==> src/rtl/coll_evt_pkg.sv <==
`default_nettype none
// ============================================================================
// Module   : coll_evt_pkg
// Brief    : Shared types and constants for the collision event encoder.
// Revision : 1.0 - initial release
// ============================================================================
package coll_evt_pkg;

    typedef logic [7:0] evt_code_t;

    localparam evt_code_t c_BASE_CODE_DEFAULT = 8'h40;
    localparam int        c_MAX_NUM_CH        = 16;

    // Index of the lowest set bit; zero when the vector is empty.
    function automatic logic [3:0] first_idx(input logic [c_MAX_NUM_CH-1:0] vec);
        logic [3:0] idx;
        idx = '0;
        for (int i = c_MAX_NUM_CH - 1; i >= 0; i--) begin
            if (vec[i]) idx = 4'(i);
        end
        return idx;
    endfunction

endpackage
`default_nettype wire

==> src/rtl/coll_evt_fifo.sv <==
`default_nettype none
// ============================================================================
// Module   : coll_evt_fifo
// Brief    : Synchronous code queue; a pop frees a slot for a same-cycle push.
// Revision : 1.0 - initial release
// ============================================================================
module coll_evt_fifo
    import coll_evt_pkg::*;
#(
    parameter int DEPTH = 8
) (
    input  logic                   clk,
    input  logic                   reset,
    input  logic                   i_push,
    input  evt_code_t              i_push_data,
    input  logic                   i_pop,
    output evt_code_t              o_head_data,
    output logic                   o_full,
    output logic                   o_empty,
    output logic [$clog2(DEPTH):0] o_count
);

    localparam int                c_AW      = $clog2(DEPTH);
    localparam int                c_CW      = c_AW + 1;
    localparam logic [c_AW:0]     c_FULL    = c_CW'(DEPTH);
    localparam logic [c_AW:0]     c_ONE     = c_CW'(1);
    localparam logic [c_AW-1:0]   c_PTR_ONE = c_AW'(1);

    evt_code_t         r_mem [DEPTH];
    logic [c_AW-1:0]   r_wr_ptr;
    logic [c_AW-1:0]   r_rd_ptr;
    logic [c_AW:0]     r_count;
    logic              w_do_push;
    logic              w_do_pop;

    assign o_empty   = (r_count == '0);
    assign o_full    = (r_count == c_FULL);
    assign w_do_pop  = i_pop & ~o_empty;
    assign w_do_push = i_push & (~o_full | w_do_pop);

    // Pointers wrap naturally because DEPTH is a power of two.
    always_ff @(posedge clk or negedge reset) begin
        if (!reset) begin
            r_wr_ptr <= '0;
            r_rd_ptr <= '0;
            r_count  <= '0;
        end else begin
            if (w_do_push) r_wr_ptr <= r_wr_ptr + c_PTR_ONE;
            if (w_do_pop)  r_rd_ptr <= r_rd_ptr + c_PTR_ONE;
            case ({w_do_push, w_do_pop})
                2'b10:   r_count <= r_count + c_ONE;
                2'b01:   r_count <= r_count - c_ONE;
                default: r_count <= r_count;
            endcase
        end
    end

    always_ff @(posedge clk) begin
        if (w_do_push) r_mem[r_wr_ptr] <= i_push_data;
    end

    assign o_head_data = o_empty ? '0 : r_mem[r_rd_ptr];
    assign o_count     = r_count;

endmodule
`default_nettype wire

==> src/rtl/coll_event_encoder.sv <==
`default_nettype none
// ============================================================================
// Module   : coll_event_encoder
// Brief    : Synchronizes level events, detects rising edges and queues one
//            code per cycle, lowest channel first. Optional debounce filter
//            is compiled in with COLL_EVT_DEBOUNCE_EN.
// Revision : 1.0 - initial release
// ============================================================================
module coll_event_encoder
    import coll_evt_pkg::*;
#(
    parameter int        NUM_CH       = 6,
    parameter int        FIFO_DEPTH   = 8,
    parameter evt_code_t BASE_CODE    = c_BASE_CODE_DEFAULT,
    parameter int        DEBOUNCE_CYC = 4
) (
    input  logic                        clk,
    input  logic                        reset,
    input  logic [NUM_CH-1:0]           evt_in,
    input  logic                        clr_ovf,
    input  logic                        tx_ready,
    output logic                        tx_valid,
    output logic [7:0]                  tx_data,
    output logic [$clog2(FIFO_DEPTH):0] fifo_count,
    output logic                        overflow
);

`ifdef COLL_EVT_DEBOUNCE_EN
    localparam int c_ARM_CYC = 2 + DEBOUNCE_CYC;
`else
    localparam int c_ARM_CYC = 2;
`endif
    // Sized for the debounce build so one width serves both variants.
    localparam int                  c_ARM_W   = $clog2(DEBOUNCE_CYC + 4);
    localparam logic [c_ARM_W-1:0]  c_ARMED   = c_ARM_W'(c_ARM_CYC + 1);
    localparam logic [c_ARM_W-1:0]  c_ARM_ONE = c_ARM_W'(1);

    logic [NUM_CH-1:0]       r_sync1;
    logic [NUM_CH-1:0]       r_sync2;
    logic [NUM_CH-1:0]       w_level;
    logic [NUM_CH-1:0]       r_level_d;
    logic [NUM_CH-1:0]       w_rise;
    logic [NUM_CH-1:0]       r_pending;
    logic [NUM_CH-1:0]       w_grant;
    logic [NUM_CH-1:0]       w_drop;
    logic [c_MAX_NUM_CH-1:0] w_pending_ext;
    logic [3:0]              w_grant_idx;
    logic [c_ARM_W-1:0]      r_arm_cnt;
    logic                    w_armed;
    logic                    w_full;
    logic                    w_empty;
    logic                    w_can_push;
    logic                    w_push;
    evt_code_t               w_code;
    logic                    r_overflow;

    always_ff @(posedge clk or negedge reset) begin
        if (!reset) begin
            r_sync1   <= '0;
            r_sync2   <= '0;
            r_level_d <= '0;
            r_arm_cnt <= '0;
        end else begin
            r_sync1   <= evt_in;
            r_sync2   <= r_sync1;
            r_level_d <= w_level;
            if (r_arm_cnt != c_ARMED) r_arm_cnt <= r_arm_cnt + c_ARM_ONE;
        end
    end

`ifdef COLL_EVT_DEBOUNCE_EN
    localparam int                c_DB_W   = $clog2(DEBOUNCE_CYC + 1);
    localparam logic [c_DB_W-1:0] c_DB_SAT = c_DB_W'(DEBOUNCE_CYC);
    localparam logic [c_DB_W-1:0] c_DB_PRE = c_DB_W'(DEBOUNCE_CYC - 1);
    localparam logic [c_DB_W-1:0] c_DB_ONE = c_DB_W'(1);

    for (genvar g = 0; g < NUM_CH; g++) begin : g_debounce
        logic [c_DB_W-1:0] r_cnt;
        logic              r_qual;

        always_ff @(posedge clk or negedge reset) begin
            if (!reset) begin
                r_cnt  <= '0;
                r_qual <= 1'b0;
            end else if (!r_sync2[g]) begin
                r_cnt  <= '0;
                r_qual <= 1'b0;
            end else begin
                if (r_cnt != c_DB_SAT) r_cnt <= r_cnt + c_DB_ONE;
                r_qual <= (r_cnt == c_DB_PRE) || (r_cnt == c_DB_SAT);
            end
        end

        assign w_level[g] = r_qual;
    end
`else
    assign w_level = r_sync2;
`endif

    // Edges are masked until the pipeline has refilled after reset, so a
    // level held high across release is not mistaken for a new event.
    assign w_armed = (r_arm_cnt == c_ARMED);
    assign w_rise  = w_level & ~r_level_d & {NUM_CH{w_armed}};

    assign w_can_push    = ~w_full | (tx_ready & ~w_empty);
    assign w_push        = (|r_pending) & w_can_push;
    assign w_grant       = w_push ? (r_pending & (-r_pending)) : '0;
    assign w_pending_ext = c_MAX_NUM_CH'(r_pending);
    assign w_grant_idx   = first_idx(w_pending_ext);
    assign w_code        = BASE_CODE + evt_code_t'(w_grant_idx);
    assign w_drop        = w_rise & r_pending & ~w_grant;

    always_ff @(posedge clk or negedge reset) begin
        if (!reset) begin
            r_pending  <= '0;
            r_overflow <= 1'b0;
        end else begin
            r_pending <= (r_pending & ~w_grant) | w_rise;
            if (|w_drop)      r_overflow <= 1'b1;
            else if (clr_ovf) r_overflow <= 1'b0;
        end
    end

    coll_evt_fifo #(
        .DEPTH (FIFO_DEPTH)
    ) u_fifo (
        .clk         (clk),
        .reset       (reset),
        .i_push      (w_push),
        .i_push_data (w_code),
        .i_pop       (tx_ready),
        .o_head_data (tx_data),
        .o_full      (w_full),
        .o_empty     (w_empty),
        .o_count     (fifo_count)
    );

    assign tx_valid = ~w_empty;
    assign overflow = r_overflow;

endmodule
`default_nettype wire

==> config.mk <==
export PLATFORM = sky130hd
export DESIGN_NAME = coll_event_encoder
export DESIGN_NICKNAME = d
export VERILOG_FILES = /design/src/rtl/coll_evt_pkg.sv /design/src/rtl/coll_evt_fifo.sv /design/src/rtl/coll_event_encoder.sv
export SDC_FILE = /design/constraint.sdc
export NUM_CORES = 1
export LEC_CHECK = 0
export ABC_CLOCK_PERIOD_IN_PS = 2360
export BUFFER_PORTS_ARGS = -buffer_cell sky130_fd_sc_hd__buf_2
export CAP_MARGIN = 40
export CORE_UTILIZATION = 45
export DETAILED_ROUTE_END_ITERATION = 8
export PLACE_DENSITY = 0.72
export SLEW_MARGIN = 10
export SYNTH_ARGS = -nofsm -noshare
export SYNTH_HDL_FRONTEND = slang
export SYNTH_SLANG_ARGS = --single-unit
==> constraint.sdc <==
create_clock -name clk -period 2.36 [get_ports clk]
set_input_delay 0.118 -clock clk [delete_from_list [all_inputs] [get_ports clk]]
set_output_delay 0.118 -clock clk [all_outputs]
set_load 0.01 [all_outputs]
==> After elaboration in Yosys (flattened, before gate mapping) <==
Memories as Yosys holds them, arrays and structs flattened.
Index checks and enable logic that the tools add are counted.
W data, S select, Z words.
{ "totals": {"mem_count": 1, "mem_bits_ro": 0, "elab_cells": 55, "output_inout_bits": 14, "regBits": 38, "latchBits": 0, "ram_bits": 64} }
{ "mem_list": {"columns": ["memory", "words", "word_bits", "rd", "rd_ports_with_merged_regs", "write_ports", "line_no", "rtl"], "rows": [
  ["u_fifo.r_mem", 8, 8, 1, 0, 1, "coll_evt_fifo.sv:29", "evt_code_t r_mem [DEPTH];"]
]} }
{ "classes": {"add_sub_neg": 7, "n_mux": 13, "n_lt_le_gt_ge": 0, "bitwise_logic": 15, "div_mod_pow": 0, "reduce_logical": 5, "multipliers": 0, "eq_ne": 5, "shift": 0} }
{ "ops": {"columns": ["op", "n"], "rows": [
  ["$and A6 B6 Y6", 6],
  ["$mux W4", 4],
  ["$not A6 Y6", 2],
  ["$reduce_or A6 Y1", 2],
  ["$add A3 B1 Y3 const B", 3],
  ["$add A7 B4 Y8 const A", 1],
  ["$mux W8", 1],
  ["$pmux W4 S2", 1],
  ["$mux W3", 2],
  ["$mux W6", 1],
  ["$neg A6 Y6", 1],
  ["$or A6 B6 Y6", 1],
  ["$add A4 B1 Y4 const B", 1],
  ["$eq A4 B4 Y1 const B", 1],
  ["$logic_not A4 Y1", 1],
  ["$mux W1", 4],
  ["$reduce_bool A2 Y1", 2],
  ["$sub A4 B1 Y4 const B", 1],
  ["$and A1 B1 Y1", 3],
  ["$eq A3 B2 Y1 const B", 1],
  ["$ne A3 B2 Y1 const B", 1],
  ["$eq A2 B1 Y1 const B", 1],
  ["$eq A2 B2 Y1 const B", 1],
  ["$not A1 Y1", 2],
  ["$or A1 B1 Y1", 1]
]} }

==> Depth between registers and ports, before layout <==
Gate-level depths: netlist (run 1).
{ "depth": {"depth_word": 10, "depth_mapped": 12, "mapped_depth_nobuf": 11} }

==> By module <==
A second synthesis (run 1) with hierarchy kept.
{ "hier_totals": {"hier_cells": 269, "hier_area_um2": 4236.6} }
{ "by_module_without_submodules": {"columns": ["mod", "cells_per_inst", "area_per_inst_um2", "instances"], "rows": [
  ["coll_evt_fifo", 182, 3165.5, 1],
  ["coll_event_encoder", 87, 1071.0, 1]
]} }

==> Worst setup path after synthesis (run 1) <==
No wires, ideal clock.
{ "synth_timing": {"path_kind": "reg2reg", "startpoint": "register u_fifo.r_count[2], in the netlist u_fifo.o_count[2]", "endpoint": "register u_fifo.r_count[2], in the netlist u_fifo.o_count[2]", "stages_incl_launch_ff": 12, "required_ns": 2.225, "n_path_buf": 1, "setup_slack_ns": -0.191, "arrival_ns": 2.415, "path_cell_list": "dfrtp_1 nor4_2 inv_1 and2_1 clkbuf_1 ha_1 xor2_1 ha_1 a21oi_1 xor2_1 nor2_1 xor2_1"} }
{ "synth_via": {"elab_chain_cells": 8, "word_cells_on_any_way": 14} }
{ "synth_lines": {"columns": ["item", "line_no", "rtl"], "rows": [
  ["start: declaration", "coll_evt_fifo.sv:32", "logic [c_AW:0] r_count;"],
  ["start signal: assignment", "coll_evt_fifo.sv:51", "2'b10: r_count <= r_count + c_ONE;"],
  ["start signal: assignment", "coll_evt_fifo.sv:52", "2'b01: r_count <= r_count - c_ONE;"],
  ["start signal: assignment", "coll_evt_fifo.sv:53", "default: r_count <= r_count;"],
  ["$logic_not A4 Y1 (*)", "coll_evt_fifo.sv:36", "assign o_empty = (r_count == '0);"],
  ["$not A1 Y1 (*)", null, null],
  ["named net tx_valid", "coll_event_encoder.sv:22", "output logic tx_valid,"],
  ["$and A1 B1 Y1 (*)", "coll_evt_fifo.sv:38, coll_event_encoder.sv:105", null],
  ["named net u_fifo.w_do_pop", "coll_evt_fifo.sv:34", "logic w_do_pop;"],
  ["$or A1 B1 Y1", "coll_evt_fifo.sv:39", "assign w_do_push = i_push & (~o_full | w_do_pop);"],
  ["$and A1 B1 Y1", "coll_event_encoder.sv:106", "assign w_push = (|r_pending) & w_can_push;"],
  ["$and A1 B1 Y1", "coll_evt_fifo.sv:39", null],
  ["$eq A2 B1 Y1 / $eq A2 B2 Y1 (equally long branches)", "coll_evt_fifo.sv:50", "case ({w_do_push, w_do_pop})"],
  ["$pmux W4 S2 / $reduce_bool A2 Y1 (equally long branches)", null, null]
]} }
Mark *: on every way through the listed nets, which the timed path passes. The rest lies on a longest branch.
A chain may end at the register's enable or synchronous reset.

==> Worst setup path in the final report (run 1) <==
{ "layout_timing": {"startpoint": "register r_pending[1]", "endpoint": "register u_fifo.r_count[3], in the netlist u_fifo.o_count[3]"} }
{ "layout_via": {"elab_chain_cells": 5, "word_cells_on_any_way": 7} }
{ "layout_lines": {"columns": ["item", "line_no", "rtl"], "rows": [
  ["start: declaration", "coll_event_encoder.sv:43", "logic [NUM_CH-1:0] r_pending;"],
  ["start signal: assignment", "coll_event_encoder.sv:118", "r_pending <= (r_pending & ~w_grant) | w_rise;"],
  ["$reduce_or A6 Y1 (*)", "coll_event_encoder.sv:106", null],
  ["$and A1 B1 Y1 (*)", "coll_event_encoder.sv:106", null],
  ["$and A1 B1 Y1 (*)", "coll_evt_fifo.sv:39", null],
  ["$eq A2 B1 Y1 / $eq A2 B2 Y1 (equally long branches)", "coll_evt_fifo.sv:50", null],
  ["$pmux W4 S2 / $reduce_bool A2 Y1 (equally long branches)", null, null]
]} }
Mark *: on every way between the ends. The rest lies on a longest branch, timed or not.

==> flow_summary.toml, run 1 <==
[floorplanning]
io_pins = 24
die_area_mm2 = 0.00604
initial_core_util = 0.469
rows = 27
core_area_mm2 = 0.00551
die_width_um = 77.7
die_h_um = 77.7

[layout]
nNetsFinal = 236
area_growth_pct = 19.9
finalNonFillerCells = 296
n_antenna_cell = 0
drive_gt1_frac = 0.308
fillers = 447
final_common_cell = "dfrtp_1"
most-common-layout-cells = "dfrtp_1 (36), edfxtp_1 (24), buf_2 (19), nor2_1 (16)"
fin_area_mm2 = 0.00309

[sta]
max_freq_mhz = 450
fin_crit_sh = 0.942
worst_pin_slew_ns = 0.651
setup_viol = 0
finalMaxSlewViolations = 0
clock_skew_ns = 0.00837
hold_viol = 0
setup_slack_ns = 0.136
grt_setup_unrepaired = "yes"
fin_crit_ns = 2.22
slew_headroom = 0.566

[placement]
dp.cells = 272
port-buffer-count = 19
place_ws_ns = 0.0890
gp_congestion = 0.787
post_dp_cell_area_mm2 = 0.00282
place_hpwl_mm = 2.90

[synthesis]
synth_cell_types = 40
syn_area_per_cell_um2 = 14.3
synth-seq-area-share = 0.648
synth_seq_cells = 62
synthCells = 180
async_flop_share = 0.613
synth-edff-count = 24
synth-main-ff-cell = "dfrtp_1"
syn_area_mm2 = 0.00258
yosysTopAreaCell = "dfrtp_1"
yosysWarnings = 0
synth_top_cell_area_share = 0.368
synth_area_leaders = "dfrtp_1 (37%), edfxtp_1 (28%), mux4_2 (5.2%)"

[clocking]
cts_tree = "built"
clockBufferDepth = 2
cts_root_buf = "clkbuf_8"
path_clk_slew_ns = 0.07
h-tree-depth = 3
cts_sinks = 62
cts_made_buffers = 9
clk_latency_ns = 0.33

[setup_path]
crit_chain = "or4_4, nor3_4, nor2_2, inv_2, ha_2, nor2b_1, a21oi_1, o32a_1, nor2_2, xor2_1"
slowest_stage = "or4_4"
cp.required_ns = 2.62
startpoint_type = "flop"
crit_type = "flop to flop"
cp.arrival_ns = 2.48
crit_path_frequent_cell = "nor2_2"
critPathMaxFanout = 4
max_stage_delay_ns = 0.56
critPathCaptureType = "flop"

[grt]
track_usage = 0.158
grt.overflow.total = 0
grt_pass1_wl_mm = 6.93
first_global_vias = 1479
antenna_found_initial = 0
grt_max_degree = 32

[detailed_routing]
drt_pass1_iterations = 4
wl_mm = 4.06
drtIter0Drc = 61
vias_per_cell = 4.95
drc = 0
vias = 1464
final_antenna_net_count = 0
wl_per_cell_um = 13.7

[run]
maxCapViolCount = 0

[run_status]
status = "finished clean"

[worst_hold_path]
hp-class = "input pin to async pin"

[power]
worst_ir_drop_vdd_v = 0.000652
p_leak_uw = 0.00126
power_density_mw_per_mm2 = 1150
## worst paths after layout
check                              from                 end  slack (ns)  cells after the start
max                        r_pending[1]   u_fifo.o_count[3]        0.14                     10
min                               reset  u_fifo.r_rd_ptr[2]        0.16                      2
max reg2reg                r_pending[1]   u_fifo.o_count[3]        0.14                     10
min reg2reg                  r_sync1[2]          r_sync2[2]        0.35                      0
max in group asynchronous         reset          r_sync2[2]        1.76                      3
min in group clk                clr_ovf            overflow        0.27                      5
## through the flow
step	setup TNS (ns)	hold WS [ns]	total power (µW)	util
floorplan	-0.0324	-0.178	2360	-
global placement	0	0.226	2640	0.508
detailed placement	0	-0.0116	2690	0.511
CTS	0	0.156	3600	0.559
global route	-0.00520	0.178	3800	0.562
finish	0	0.163	3560	0.562
## layout make-up
class                           count  area [µm²]  area share
Sequential cell                    62        1670       0.541
Multi-Input combinational cell    104         858       0.277
Timing Repair Buffer               37         260      0.0841
Clock buffer                       12         145      0.0469
Tap cell                           72        90.1      0.0291
Clock inverter                      4        47.5      0.0154
Inverter                            5        18.8     0.00607
## report_power, final
part / switching [µW] / internal [µW] / leakage (µW) / total [µW]
combinational: 517 / 525 / 0.000507 / 1040
clock: 378 / 513 / 0.0000964 / 891
sequential: 220 / 1410 / 0.000660 / 1630
## flip-flops by register name, summed over array words and instances (netlist names)
name,count
overflow,1
r_arm_cnt,3
r_level_d,6
r_pending,6
r_sync1,6
r_sync2,6
u_fifo.o_count,4
u_fifo.r_mem,24
u_fifo.r_rd_ptr,3
u_fifo.r_wr_ptr,3
## synth_stat cells (2+ instances only)
library cell,number
nand2b_1,2
mux2i_1,3
nor3_1,4
buf_6,2
mux2_2,3
nor2b_1,6
dfrtp_1,38
nor2_1,17
ha_1,7
inv_1,5
nand2_1,9
edfxtp_1,24
mux4_2,6
xor2_1,6
buf_4,6
o21ai_0,4
clkbuf_1,3
o22ai_1,2
or3_1,2
xnor2_1,4
nand3b_1,5
a21oi_1,4
## worst max-delay path: cells and delay by family (launching register included)
| family | cells | cell delay [ns] |
|---|---|---|
| AO/OA/AOI/OAI | 2 | 0.34 |
| XOR/XNOR | 1 | 0.15 |
| adder cells (fa/ha/maj) | 1 | 0.20 |
| buffers and inverters | 1 | 0.08 |
| flip-flops | 1 | 0.38 |
| AND/OR/NAND/NOR | 5 | 1.01 |
## layer usage
metal | wire [µm] | global-route usage
met5 | 0 | 0
met4 | 53 | 0.0566
met1 | 1690 | 0.174
met2 | 2140 | 0.270
met3 | 181 | 0.0671
## repair_timing
action,CTS,global route
hold buffers,7,0
endpoints found under the hold margin,44,0
setup buffers,0,1
gates resized for setup,0,2
endpoints found under the setup margin,0,2
## logic make-up (layout without fill, tap and decap cells)
group,count (synthesis),count (layout),share of synthesized area
other,1,4,0.00145
buffers and inverters,17,58,0.0393
adder cells (fa/ha/maj),7,7,0.0339
AND/OR/NAND/NOR,54,54,0.118
multiplexers,13,13,0.0814
AO/OA/AOI/OAI,16,16,0.0441
flip-flops,62,62,0.648
XOR/XNOR,10,10,0.0339
(Power assumes the default switching activity.)
==> run 2: changes to the inputs <==
--- a/config.mk
+++ b/config.mk
@@ -10,7 +10,7 @@
 export CAP_MARGIN = 40
 export CORE_UTILIZATION = 45
 export DETAILED_ROUTE_END_ITERATION = 8
-export PLACE_DENSITY = 0.72
+export PLACE_DENSITY = 0.66
 export SLEW_MARGIN = 10
 export SYNTH_ARGS = -nofsm -noshare
 export SYNTH_HDL_FRONTEND = slang
==> run 2 against run 1 <==
Die area is the same. Setup slack got worse by 0.085 ns. Clock power is 14% higher. Combinational power about the same. Clock skew shrank 0.0029 ns. Sequential share of layout area is 0.80 points lower.
==> flow_summary.toml, run 2 (same netlist as run 1, synthesis figures left out) <==
[detailed_routing]
vias = 1457
wl_mm = 4.06
final_antenna_net_count = 0
drt_pass1_iterations = 4
wl_per_cell_um = 13.7
drc = 0
drtIter0Drc = 90
vias_per_cell = 4.92

[run_status]
status = "finished clean"

[grt]
grt.overflow.total = 0
grt_max_degree = 39
grt_pass1_wl_mm = 7.07
antenna_found_initial = 0
first_global_vias = 1551
track_usage = 0.159

[clocking]
cts_made_buffers = 9
h-tree-depth = 3
cts_tree = "built"
clk_latency_ns = 0.33
clockBufferDepth = 2
cts_root_buf = "clkbuf_8"
cts_sinks = 62
path_clk_slew_ns = 0.07

[setup_path]
r2r_slack_ns = 0.05
cp-startpoint = "r_pending[1]"
timing.rr.end = "u_fifo.o_count[3]"
startpoint_type = "flop"
slowest_stage = "or4_4"
cp.required_ns = 2.61
r2r_start = "r_pending[1]"
r2r_cells = 10
critPathCaptureType = "flop"
critical_path.endpoint = "u_fifo.o_count[3]"
max_stage_delay_ns = 0.56
cp.arrival_ns = 2.56
crit_type = "flop to flop"
crit_chain = "or4_4, nor3_4, nor2_2, inv_2, ha_2, nor2b_1, a21oi_1, o32a_1, nor2_1, xor2_1"
critPathMaxFanout = 4

[sta]
hold_viol = 0
slew_headroom = 0.403
finalMaxSlewViolations = 0
grt_setup_unrepaired = "yes"
setup_viol = 0
clock_skew_ns = 0.00544
fin_crit_sh = 0.978
max_freq_mhz = 433
fin_crit_ns = 2.31
worst_pin_slew_ns = 0.889
holdWs_ns = 0.238

[power]
power_density_mw_per_mm2 = 1180
worst_ir_drop_vdd_v = 0.000603
p_leak_uw = 0.00129

[layout]
largest_reg_flops = 24
nNetsFinal = 236
most-common-layout-cells = "dfrtp_1 (36), edfxtp_1 (24), buf_2 (19), nor2_1 (17), clkbuf_8 (11)"
drive_gt1_frac = 0.317
fin_area_mm2 = 0.00314
final_common_cell = "dfrtp_1"
n_antenna_cell = 0
area_growth_pct = 21.7
finalNonFillerCells = 296
largest_register = "u_fifo.r_mem"
fillers = 447
utilization = 0.570

[worst_hold_path]
hp-start = "tx_ready"
hp-class = "input pin to flop"

[floorplanning]
die_width_um = 77.7
core_area_mm2 = 0.00551
rows = 27
initial_core_util = 0.469
die_area_mm2 = 0.00604
die_h_um = 77.7
io_pins = 24

[run]
maxCapViolCount = 0

[placement]
port-buffer-count = 19
gp_congestion = 0.831
post_dp_cell_area_mm2 = 0.00278
place_hpwl_mm = 2.94
dp.cells = 269
[run 2: cell types whose count changed in the layout (fill, tap and decap cells not counted), sizes merged]
cell,previous run,this run
inv,5,6
clkbuf,12,14
bufinv,1,0
clkinv,2,0
[run 2: area by class of cell]
class / instances / area [µm²] / share of cell area
Tap cell: 72 / 90.1 / 0.0287
Inverter: 5 / 18.8 / 0.00598
Timing Repair Buffer: 37 / 260 / 0.0829
Sequential cell: 62 / 1670 / 0.533
Clock buffer: 14 / 226 / 0.0721
Clock inverter: 2 / 13.8 / 0.00438
Multi-Input combinational cell: 104 / 857 / 0.273
[run 2: how the worst min path moves through the flow]
| stage | endpoint | slack [ns] | cells after the start |
|---|---|---|---|
| 4_1_cts | overflow | 0.28 | 5 |
| 5_1_grt | u_fifo.r_rd_ptr[0] | 0.25 | 3 |
| 2_1_floorplan | overflow | -0.18 | 0 |
| 3_3_place_gp | r_sync1[2] | 0.23 | 1 |
| 6_report | u_fifo.r_rd_ptr[0] | 0.24 | 3 |
| 3_5_place_dp | r_sync1[1] | 0.23 | 1 |
[run 2: per-stage QoR]
step	setup TNS (ns)	setup slack (ns)	total power, µW
after floorplan	-0.0324	-0.0172	2360
after CTS	0	0.0379	3720
final	0	0.0516	3690
after global placement	0	0.124	2600
after global routing	-0.126	-0.0644	3930
after detailed placement	0	0.00675	2670
[run 2: power breakdown]
part | internal, µW | leakage (µW) | switching [µW]
combinational | 529 | 0.000508 | 503
sequential | 1410 | 0.000660 | 230
clock | 631 | 0.000121 | 389
total | 2570 | 0.00129 | 1120
[run 2: worst max-delay path, delay by kind of cell (launching register included)]
kind,cells,cell delay [ns]
buffers and inverters,1,0.08
flip-flops,1,0.38
XOR/XNOR,1,0.16
AO/OA/AOI/OAI,2,0.37
adder cells (fa/ha/maj),1,0.20
AND/OR/NAND/NOR,5,1.04
[run 2: metal layers]
metal / part of all wire / GRT usage / wire length [µm]
met3: 0.047 / 0.0459 / 190
met5: 0 / 0 / 0
met1: 0.43 / 0.188 / 1740
met4: 0.017 / 0.0736 / 70
met2: 0.51 / 0.266 / 2060
[run 2: what timing repair did]
| action | in CTS | in global routing |
|---|---|---|
| hold buffers | 7 | 0 |
| setup buffers | 1 | 2 |
| setup endpoints to repair | 1 | 2 |
| resized for setup | 1 | 1 |
| hold endpoints to repair | 44 | 0 |
| pin swaps | 1 | 0 |
==> run 3: changes to the inputs <==
--- a/config.mk
+++ b/config.mk
@@ -9,8 +9,10 @@
 export BUFFER_PORTS_ARGS = -buffer_cell sky130_fd_sc_hd__buf_2
 export CAP_MARGIN = 40
 export CORE_UTILIZATION = 45
+export CTS_BUF_LIST = sky130_fd_sc_hd__clkbuf_8 sky130_fd_sc_hd__clkbuf_16
 export DETAILED_ROUTE_END_ITERATION = 8
 export PLACE_DENSITY = 0.66
+export SETUP_SLACK_MARGIN = 0.4
 export SLEW_MARGIN = 10
 export SYNTH_ARGS = -nofsm -noshare
 export SYNTH_HDL_FRONTEND = slang
==> run 3 against run 2 <==
Fmax increased by 1.7%. Clock skew rose by 0.0023 ns. Hold slack improved by 0.015 ns. Sequential power hardly changed. Register-to-register slack gained 0.04 ns. Clock-buffer cell count is 4 lower. Die area did not move. Combinational power rose by 6%. Power rose by 0.44%. Wire length is 4.7% higher. Core utilization grew 0.27 points. Sequential cell count is the same. Highest routed layer unchanged.
==> flow_summary.toml, run 3 (same netlist as run 1, synthesis figures left out) <==
[floorplanning]
die_h_um = 77.7
die_area_mm2 = 0.00604
die_width_um = 77.7
rows = 27
core_area_mm2 = 0.00551
io_pins = 24
initial_core_util = 0.469

[layout]
area_growth_pct = 22.2
utilization = 0.573
largest_reg_flops = 24
most-common-layout-cells = "dfrtp_1 (35), edfxtp_1 (24), buf_2 (19), nor2_1 (13), buf_4 (12)"
drive_gt1_frac = 0.360
n_antenna_cell = 0
fin_area_mm2 = 0.00316
final_common_cell = "dfrtp_1"
nNetsFinal = 237
largest_register = "u_fifo.r_mem"

[sta]
setup_viol = 0
max_freq_mhz = 440
clock_skew_ns = 0.00770
holdWs_ns = 0.253
worst_pin_slew_ns = 0.872
finalMaxSlewViolations = 0
hold_viol = 0
grt_setup_unrepaired = "yes"
fin_crit_sh = 0.962
slew_headroom = 0.414
fin_crit_ns = 2.27

[setup_path]
cp.required_ns = 2.60
cp.arrival_ns = 2.52
crit_type = "flop to flop"
startpoint_type = "flop"
critPathMaxFanout = 4
timing.rr.end = "u_fifo.o_count[3]"
r2r_cells = 10
r2r_slack_ns = 0.09
critPathCaptureType = "flop"
r2r_start = "r_pending[1]"

[worst_hold_path]
hp-start = "tx_ready"
hold_path_end = "u_fifo.r_rd_ptr[0]"
hold_path_depth = 3
hp-class = "input pin to flop"

[power]
power_density_mw_per_mm2 = 1180
power.switching_uw = 1200
p_sw_frac = 0.322
worst_ir_drop_vdd_v = 0.000562
pwr-share-clk = 0.260
pwr-share-seq = 0.445
p_int_uw = 2520
p_comb_frac = 0.295
p_leak_uw = 0.00128

[clocking]
cts_sinks = 62
clk_latency_ns = 0.33
path_clk_slew_ns = 0.07
cts_made_buffers = 9
cts_root_buf = "clkbuf_8"
cts_tree = "built"
h-tree-depth = 3
clockBufferDepth = 2

[grt]
antenna_found_initial = 0
grt.overflow.total = 0
grt_max_degree = 39
first_global_vias = 1585
track_usage = 0.161
grt_pass1_wl_mm = 7.13

[detailed_routing]
vias = 1507
final_antenna_net_count = 0
drc = 0
vias_per_cell = 5.07
wl_per_cell_um = 14.3
wl_mm = 4.25
drt_pass1_iterations = 4
drtIter0Drc = 63

[placement]
gp_congestion = 0.725
port-buffer-count = 19
post_dp_cell_area_mm2 = 0.00278
place_hpwl_mm = 3.05

[run]
maxCapViolCount = 0

[run_status]
status = "finished clean"
-- run 3: cell count changes in the layout (fill, tap and decap cells not counted), sizes merged --
cell and delta:
bufinv +1, clkbuf -4, inv +1, buf +1, clkinv +2
-- run 3: routing by layer --
layer / global-route usage / up-vias / routed length, µm
met5: 0 / - / 0
met4: 0.100 / 0 / 61
met3: 0.0388 / 7 / 142
met2: 0.281 / 42 / 2250
met1: 0.175 / 749 / 1800
li1: - / 709 / -
-- run 3: timing repair --
item | in CTS | in global routing
setup buffers | 3 | 2
setup endpoints to repair | 9 | 9
pin swaps | 2 | 3
endpoints found under the hold margin | 44 | 0
hold buffers | 7 | 0
gates resized for setup | 8 | 6
-- run 3: how the worst max path moves through the flow --
stage,startpoint,endpoint,slack (ns),depth (start not counted)
floorplan,u_fifo.o_count[3],u_fifo.o_count[3],-0.02,10
CTS,r_pending[1],u_fifo.o_count[2],0.09,11
global placement,u_fifo.o_count[2],u_fifo.o_count[2],0.12,10
detailed placement,r_pending[0],u_fifo.o_count[3],0.01,10
finish,r_pending[1],u_fifo.o_count[3],0.09,10
global route,r_pending[1],u_fifo.o_count[2],-0.08,11
-- run 3: worst max-delay path, cell delays in order, from the launching register on --
cell	delay, ns
dfrtp_1	0.39
or4_4	0.56
nor3_4	0.15
nor2_2	0.07
inv_2	0.10
ha_4	0.15
nor2b_4	0.13
a21oi_1	0.04
o32a_1	0.33
nor2_2	0.11
xor2_1	0.17
-- run 3: power groups by stage --
| stage | combinational [µW] | sequential, µW | clock [µW] |
|---|---|---|---|
| 6_report | 1090 | 1650 | 966 |
| 5_1_grt | 1220 | 1680 | 1040 |
| 4_1_cts | 1070 | 1650 | 995 |
| 3_5_place_dp | 999 | 1680 | 0 |
| 3_3_place_gp | 959 | 1650 | 0 |
| 2_1_floorplan | 770 | 1590 | 0 |
-- run 3: per-stage QoR --
stage / setup TNS, ns / std cells / total power, µW / worst slack [ns]
6_report: 0 / 297 / 3710 / 0.0893
5_1_grt: -0.120 / 297 / 3940 / -0.0800
4_1_cts: 0 / 295 / 3710 / 0.0871
3_5_place_dp: 0 / 269 / 2680 / 0.0130
3_3_place_gp: 0 / 269 / 2610 / 0.120
2_1_floorplan: -0.0324 / 183 / 2360 / -0.0172
-- run 3: layout make-up --
| class | instances | area (µm²) |
|---|---|---|
| Fill cell | 446 | 2350 |
| Tap cell | 72 | 90.1 |
| Sequential cell | 62 | 1680 |
| Timing Repair Buffer | 38 | 255 |
| Clock buffer | 10 | 149 |
| Multi-Input combinational cell | 104 | 901 |
| Inverter | 5 | 18.8 |
| Clock inverter | 6 | 66.3 |
